### src/rtl/chip8_display.sv
// chip8_display: sprite-draw engine and 64x32 monochrome framebuffer for the CHIP-8 core.
// Each draw handshake XORs one sprite row into the framebuffer. The engine reports
// display_done and collision back to the CPU, runs clear-screen, and offers a read port for scanout.
// Optional build macro CHIP8_DISP_CLIP_EN: clip sprites at the screen edges instead of wrapping.
module chip8_display #(
    parameter bit CLEAR_ON_RESET = 1'b1
) (
    input  logic       clk,
    input  logic       reset,
    input  logic       draw,
    input  logic [5:0] x,
    input  logic [4:0] y,
    input  logic [7:0] sprite_data,
    input  logic [3:0] draw_row_index,
    input  logic       cls,
    input  logic [7:0] vid_addr,
    output logic [7:0] vid_data,
    output logic       display_done,
    output logic       collision,
    output logic       busy
);

    typedef enum logic [2:0] {
        IDLE,
        RD_L,
        WR_L,
        RD_R,
        WR_R,
        CLEAR,
        DONE,
        REARM
    } state_t;

    state_t state, state_next;

    // 256 bytes: byte row*8 + col/8, bit 7 is the leftmost pixel of the byte
    logic [7:0] fb [0:255];

    logic [7:0] cnt;
    logic [4:0] row;
    logic [2:0] ba;
    logic [2:0] sh;
    logic [7:0] mask_l;
    logic [7:0] mask_r;
    logic       coll_acc;
    logic       coll_acc_next;

    logic [7:0] rdata;
    logic       mem_we;
    logic [7:0] mem_addr;
    logic [7:0] mem_wdata;

    logic [15:0] shifted;
    logic [4:0]  row_in;
    logic        start_draw;

    assign start_draw = (state == IDLE) && !cls && draw;

    // The sprite byte is spread over two framebuffer bytes: the upper half is the left part, the lower half spills right
    assign shifted = {sprite_data, 8'h00} >> x[2:0];

`ifdef CHIP8_DISP_CLIP_EN
    logic [5:0] row_sum;
    logic       row_off_screen;

    assign row_sum        = {1'b0, y} + {2'b00, draw_row_index};
    assign row_in         = row_sum[4:0];
    assign row_off_screen = row_sum > 6'd31;
`else
    assign row_in = y + {1'b0, draw_row_index};
`endif

    // Next-state logic and port A control: address, write enable and write data
    always_comb begin
        state_next    = state;
        mem_we        = 1'b0;
        mem_addr      = {row, ba};
        mem_wdata     = 8'h00;
        coll_acc_next = coll_acc;
        case (state)
            IDLE: begin
                coll_acc_next = 1'b0;
                if (cls) begin
                    state_next = CLEAR;
                end else if (draw) begin
`ifdef CHIP8_DISP_CLIP_EN
                    state_next = row_off_screen ? DONE : RD_L;
`else
                    state_next = RD_L;
`endif
                end
            end
            RD_L: begin
                mem_addr   = {row, ba};
                state_next = WR_L;
            end
            WR_L: begin
                mem_addr      = {row, ba};
                mem_we        = 1'b1;
                mem_wdata     = rdata ^ mask_l;
                coll_acc_next = coll_acc | (|(rdata & mask_l));
`ifdef CHIP8_DISP_CLIP_EN
                state_next    = ((sh == 3'd0) || (ba == 3'd7)) ? DONE : RD_R;
`else
                state_next    = (sh == 3'd0) ? DONE : RD_R;
`endif
            end
            RD_R: begin
                mem_addr   = {row, ba + 3'd1};
                state_next = WR_R;
            end
            WR_R: begin
                mem_addr      = {row, ba + 3'd1};
                mem_we        = 1'b1;
                mem_wdata     = rdata ^ mask_r;
                coll_acc_next = coll_acc | (|(rdata & mask_r));
                state_next    = DONE;
            end
            CLEAR: begin
                mem_addr   = cnt;
                mem_we     = 1'b1;
                mem_wdata  = 8'h00;
                if (cnt == 8'd255) begin
                    state_next = DONE;
                end
            end
            DONE: begin
                state_next = REARM;
            end
            REARM: begin
                if (!draw) begin
                    state_next = IDLE;
                end
            end
        endcase
    end

    // State register, draw latches, clear counter and the registered handshake outputs
    always_ff @(posedge clk) begin
        if (reset) begin
            state        <= CLEAR_ON_RESET ? CLEAR : IDLE;
            cnt          <= 8'd0;
            row          <= 5'd0;
            ba           <= 3'd0;
            sh           <= 3'd0;
            mask_l       <= 8'h00;
            mask_r       <= 8'h00;
            coll_acc     <= 1'b0;
            display_done <= 1'b0;
            collision    <= 1'b0;
            busy         <= 1'b0;
        end else begin
            state    <= state_next;
            coll_acc <= coll_acc_next;
            if (start_draw) begin
                row    <= row_in;
                ba     <= x[5:3];
                sh     <= x[2:0];
                mask_l <= shifted[15:8];
                mask_r <= shifted[7:0];
            end
            if ((state == IDLE) && cls) begin
                cnt <= 8'd0;
            end else if (state == CLEAR) begin
                cnt <= cnt + 8'd1;
            end
            display_done <= (state_next == DONE);
            collision    <= (state_next == DONE) && coll_acc_next;
            busy         <= (state_next != IDLE) && (state_next != REARM);
        end
    end

    // Port A: synchronous read/write for the engine; writes are suppressed while reset is asserted
    always_ff @(posedge clk) begin
        if (mem_we && !reset) begin
            fb[mem_addr] <= mem_wdata;
        end
        rdata <= fb[mem_addr];
    end

    // Port B: scanout read, registered every cycle; a same-cycle write returns the old byte
    always_ff @(posedge clk) begin
        if (reset) begin
            vid_data <= 8'h00;
        end else begin
            vid_data <= fb[vid_addr];
        end
    end

endmodule
### config.mk
export PLATFORM = sky130hd
export DESIGN_NAME = chip8_display
export DESIGN_NICKNAME = d
export VERILOG_FILES = /design/src/rtl/chip8_display.sv
export SDC_FILE = /design/constraint.sdc
export NUM_CORES = 2
export LEC_CHECK = 0
export CAP_MARGIN = 10
export CORE_ASPECT_RATIO = 0.7
export CORE_MARGIN = 2
export CORE_UTILIZATION = 55
export CTS_CLUSTER_SIZE = 30
export DETAILED_ROUTE_END_ITERATION = 10
export PLACE_DENSITY_LB_ADDON = 0.05
export SYNTH_ARGS = -nofsm -noshare
export SYNTH_HDL_FRONTEND = slang
export SYNTH_SLANG_ARGS = --single-unit
### constraint.sdc
create_clock -name clk -period 8 [get_ports clk]
set_input_delay 1.6 -clock clk [delete_from_list [all_inputs] [get_ports clk]]
set_output_delay 1.6 -clock clk [all_outputs]
set_load 0.03 [all_outputs]
# Word-level counts from Yosys, hierarchy flattened

Memory sizes are Yosys's and may differ from the RTL's. A register that Yosys moved wholly into a read port is not among the register bits.
Index checks and enable logic that the tools add are counted.

RAM bits: 2048
Output and inout port bits: 11
Memories kept: 1
Flip-flop bits (word level): 42

Memories:

| memory | depth | bits a word | read ports | clocked after memory_dff | wr ports | line | text |
|---|---|---|---|---|---|---|---|
| fb     | 256   | 8           | 2          | 2                        | 1        | 37   | `logic [7:0] fb [0:255];` |

Equality and inequality tests: 10
Reduce and logical (&&, ||, !) cells: 16
Muxes and demuxes: 12
Bitwise operators: 6
Shifts and indexed selects: 1
$add $sub $neg: 3

Operators by type and width:

| kind                | count |
|---|---|
| $pmux 8 s2          | 2 |
| $pmux 3 s8          | 1 |
| $and 8x8->8         | 2 |
| $reduce_or 8->1     | 2 |
| $shr 16x3->16       | 1 |
| $xor 8x8->8         | 2 |
| $eq 3x3->1 const B  | 5 |
| $mux 3              | 5 |
| $add 8x1->8 const B | 1 |
| $eq 8x8->1 const B  | 1 |
| $eq 3x2->1 const B  | 2 |
| $logic_and 1x1->1   | 6 |
| $logic_not 3->1     | 2 |
| $add 5x4->5         | 1 |
| $reduce_or 2->1     | 2 |
| $add 3x1->3 const B | 1 |
| $eq 3x1->1 const B  | 1 |
| $mux 1              | 3 |
| $ne 3x3->1 const B  | 1 |
| $pmux 1 s3          | 1 |
| $reduce_bool 3->1   | 1 |
| $reduce_or 3->1     | 1 |
| $logic_not 1->1     | 2 |
| $or 1x1->1          | 2 |

# Depth between registers and ports, before layout

Depth after elaboration: 6
Gate-level depth with buffers: 15

# Least setup slack after synthesis

OpenSTA, ideal clock, no wires.

Path type: reg-to-reg
From: register state[1]
To: memory fb[0][1] (data pin)
Data required time: 6609 ps
Cell stages (with the launch flop): 8
Clock period less this slack: 8635 ps
Path buffers: 4
Path slack: -635 ps
Data arrival time: 7244 ps
Setup time: 1391 ps
Cells stage by stage: dfxtp_1 -> buf_2 -> buf_6 -> clkbuf_1 -> nor2b_1 -> clkbuf_1 -> a22oi_1 -> nor2_1

Longest elaborated chain between the ends: 2
Elaborated cells on any way between the ends: 3
Those cells by class: eq/ne: 2; mux: 1

RTL lines:

| what                                            | line | text |
|---|---|---|
| from (decl)                                     | 34   | `state_t state, state_next;` |
| from (signal assigned)                          | 141  | `state <= CLEAR_ON_RESET ? CLEAR : IDLE;` |
| from (signal assigned)                          | 153  | `state <= state_next;` |
| $eq 3x3->1 / $eq 3x2->1 (equally long branches) | 80   | `case (state)` |
| $pmux 8 s2 *                                    | 80   |  |
| net mem_wdata[1]                                | 51   | `logic [7:0] mem_wdata;` |
| to (decl)                                       | 37   |  |

Mark *: on every way through the listed nets, which the timed path passes. The rest lies on a longest branch.

# Worst setup path in the final report

From: register state[2]
To: register rdata[5], read port of fb

Longest elaborated chain between the ends: 3
Elaborated cells on any way between the ends: 5
Those cells by class: eq/ne: 3; mux: 1; reduce/logical: 1

RTL lines:

| what                                            | line | text |
|---|---|---|
| $eq 3x3->1 / $eq 3x2->1 (equally long branches) | 80   |  |
| $reduce_or 2->1 (no line)                       | --   |  |
| $pmux 8 s2 *                                    | 80   |  |
| to (decl)                                       | 48   | `logic [7:0] rdata;` |

Mark *: on every way between the ends. The rest lies on a longest branch, timed or not.
A chain may end at the register's enable or synchronous reset.

==> flow_metrics.env <==
export IMPL_status="complete, but fails checks"
export IMPL_violations="max-capacitance violations"
export IMPL_post_cts_buffers=0
export IMPL_fin_crit_sh=0.758
export IMPL_setup_viol=0
export IMPL_ys_flop_type="edfxtp_1"
export IMPL_ant_nets=0
export IMPL_antenna_found_initial=30
export IMPL_worstMarginPinSlew_ns=1.48
export IMPL_cp_slowest_cell="o21ai_0"
export IMPL_die_x_um=515
export IMPL_cpPeakStageDelay_ns=1.05
export IMPL_die_h_um=362
export IMPL_synth_edff_count=2048
export IMPL_netlist_area_um2=100000
export IMPL_insertion_delay_ns=0.87
export IMPL_cap_viol_max_count=1
export IMPL_layout_drive_gt1_share=0.186
export IMPL_placed_area_um2=104000
export IMPL_setup_ws_ns=1.94
export IMPL_routedWlPerCell_um=38.4
export IMPL_relSlewSlack=0.00399
export IMPL_syn_nets=7110
export IMPL_dieArea_um2=186000
export IMPL_hold_viol_final=0
export IMPL_pre_cts_ws_ns=2.27
export IMPL_cp_max_fo=72
export IMPL_firstDrtPassIters=7
export IMPL_yosysSeqAreaShare=0.623
export IMPL_fin_area_um2=111000
export IMPL_port_buffers=45
export IMPL_root_buffer="clkbuf_16"
export IMPL_hold_buffers=0
export IMPL_powerDensity_nw_per_um2=352
export IMPL_skew_ns=0.0415
export IMPL_floorplan_rows=131
export IMPL_fmax_mhz=165
export IMPL_totalPowerFinal_mw=38.9
export IMPL_p_leak_nw=36.2
export IMPL_avgViaCountPerCell=7.41
export IMPL_cp_common_cell="buf_4"
export IMPL_dp_hpwl_um=236000
export IMPL_path_cells="and2b_4 > mux2i_4 > nand2_8 > buf_4 > a211oi_1 > a311oi_1 > o21ai_0 > o221ai_1 > a2111oi_0 > buf_4 > nand4_1"
export IMPL_grt_pass1_vias=65600
export IMPL_fillers=13500
export IMPL_io_pins=46
export IMPL_area_growth_pct=10.2
export IMPL_synth_cells=7068
export IMPL_overflow=0
export IMPL_routabilityCongestion=1.02
export IMPL_yosysWarnings=0
export IMPL_drc_errors=0
export IMPL_final_max_slew_viol_count=0
export IMPL_syn_area_per_cell_um2=14.2
export IMPL_arrival_ns=6.76
export IMPL_drtIter0Drc=12300
export IMPL_rsz0062_at_grt="no"
export IMPL_drt_wl_total_um=366000
export IMPL_fin_crit_ns=6.06
export IMPL_start_kind="register"
export IMPL_clkTransAtPathRegs_ns=0.07
export IMPL_grt_first_pass_wirelength_um=514000
export IMPL_clockBufferDepth=3
export IMPL_fin_worst_hold_slack_ns=0.488
export IMPL_async_flop_share=0
export IMPL_hold_class="reg2reg"
export IMPL_cts_inserted_buffers=200
export IMPL_cts_tree="done"
export IMPL_criticalPathCategory="reg2reg"
export IMPL_final_net_count=7002
export IMPL_start_util=0.553
export IMPL_peakVddDrop_v=0.000517
export IMPL_cts_sinks=2105
export IMPL_vias=70700
export IMPL_crit_path_end_kind="register"
export IMPL_grt_usage=0.392
export IMPL_htreeDepth=4
export IMPL_grt_max_degree=225
export IMPL_ctsResizeCount=0
export IMPL_core_um2=182000
export IMPL_synth_seq_cells=2105
export IMPL_cp_required_ns=8.69
export IMPL_ys_types=67
## placed cells by master, fill, tap and decap left out, types with 39 or more instances in the layout
master | netlist | routed
edfxtp_1 | 2048 | 2048
nand2_1 | 1312 | 1311
mux4_2 | 682 | 682
nor2_1 | 362 | 349
nand3_1 | 336 | 320
and3_1 | 275 | 275
a211oi_1 | 256 | 256
a31oi_1 | 210 | 209
clkbuf_16 | 0 | 205
buf_4 | 6 | 205
mux2i_1 | 109 | 108
a21oi_1 | 103 | 103
a22oi_1 | 79 | 79
nand4_1 | 72 | 72
o21ai_0 | 73 | 71
a311oi_1 | 59 | 59
o22ai_1 | 58 | 58
dfxtp_1 | 57 | 57
a2111oi_0 | 56 | 46
clkinv_1 | 0 | 42
clkbuf_1 | 375 | 39
buf_12 | 0 | 39
## critical path: cells and delay by family (launching register included)
family / cells / cell delay, ns
AO/OA/AOI/OAI: 5 / 2.59
AND/OR/NAND/NOR: 3 / 0.95
flip-flops: 1 / 0.85
buffers and inverters: 2 / 0.73
multiplexers: 1 / 0.59
## Yosys cell counts, types with 38 or more instances
cell type  count  area share
buf_2        157      0.0078
a21oi_1      103      0.0051
a311oi_1      59      0.0051
a31oi_1      210       0.013
a211oi_1     256       0.019
buf_1         64      0.0024
a22oi_1       79      0.0059
a2111oi_0     56      0.0049
o22ai_1       58      0.0036
edfxtp_1    2048        0.61
mux2_2        38      0.0043
dfxtp_1       57       0.011
mux4_2       682        0.15
o21ai_0       73      0.0036
and3_1       275       0.017
mux2i_1      109       0.011
clkbuf_1     375       0.014
nor2_1       362       0.014
nand3_1      336       0.017
nand4_1       72      0.0045
nand2_1     1312       0.049
## registers in the layout, indices dropped and copies added (netlist names), 5 cells and up
name / flops
fb: 2048
cnt: 8
mask_l: 8
rdata: 8
vid_data: 8
mask_r: 7
row: 5
## metal layers
layer  part of all wire  vias to the layer above  track usage  routed length (µm)
met5            0.00078                        -            0                 285
met4              0.040                       42        0.138               14700
met3               0.17                      843        0.174               63000
met2               0.40                     5791        0.518              148000
met1               0.38                    36000        0.575              141000
li1                   -                    27900            -                   -
## kinds of logic (layout without fill, tap and decap cells)
logic type	after synthesis	in the layout	synth area share
other	0	15	0
buffers and inverters	612	672	0.0252
and+or+nand+nor	2466	2466	0.108
muxes	832	832	0.168
adders and majority gates	7	7	0.000946
AOI/OAI and AO/OA	1023	1023	0.0719
xor gates and xnor gates	23	23	0.00200
DFF	2105	2105	0.623
## through the flow
stage | utilization | TNS, ns | cells
floorplan | - | -161.17 | 7068
global placement | 0.572 | 0 | 9144
detailed placement | 0.573 | 0 | 9151
CTS | 0.609 | 0 | 9521
global route | 0.609 | 0 | 9523
finish | 0.609 | 0 | 9537
## final timing paths
check	start	to	slack [ns]	depth (start not counted)
min reg2reg	mask_r[3]	mask_r[3]	0.49	2
max	state[2]	rdata[5]	1.94	11
max reg2reg	state[2]	rdata[5]	1.94	11
min	mask_r[3]	mask_r[3]	0.49	2
## final cells by class
cell class,instances,area (µm²),share of cell area
Antenna cell,15,37.5,0.000339
Clock buffer,249,5350,0.0483
Clock inverter,121,1190,0.0107
Inverter,8,30.0,0.000271
Multi-Input combinational cell,4351,35600,0.322
Sequential cell,2105,62600,0.566
Tap cell,2394,3000,0.0271
Timing Repair Buffer,294,2810,0.0254
## power by group
group	switching [mW]	internal [mW]
sequential	0.163	13.0
combinational	11.9	4.09
clock	4.33	5.44
Power figures use the tool's default switching activity.
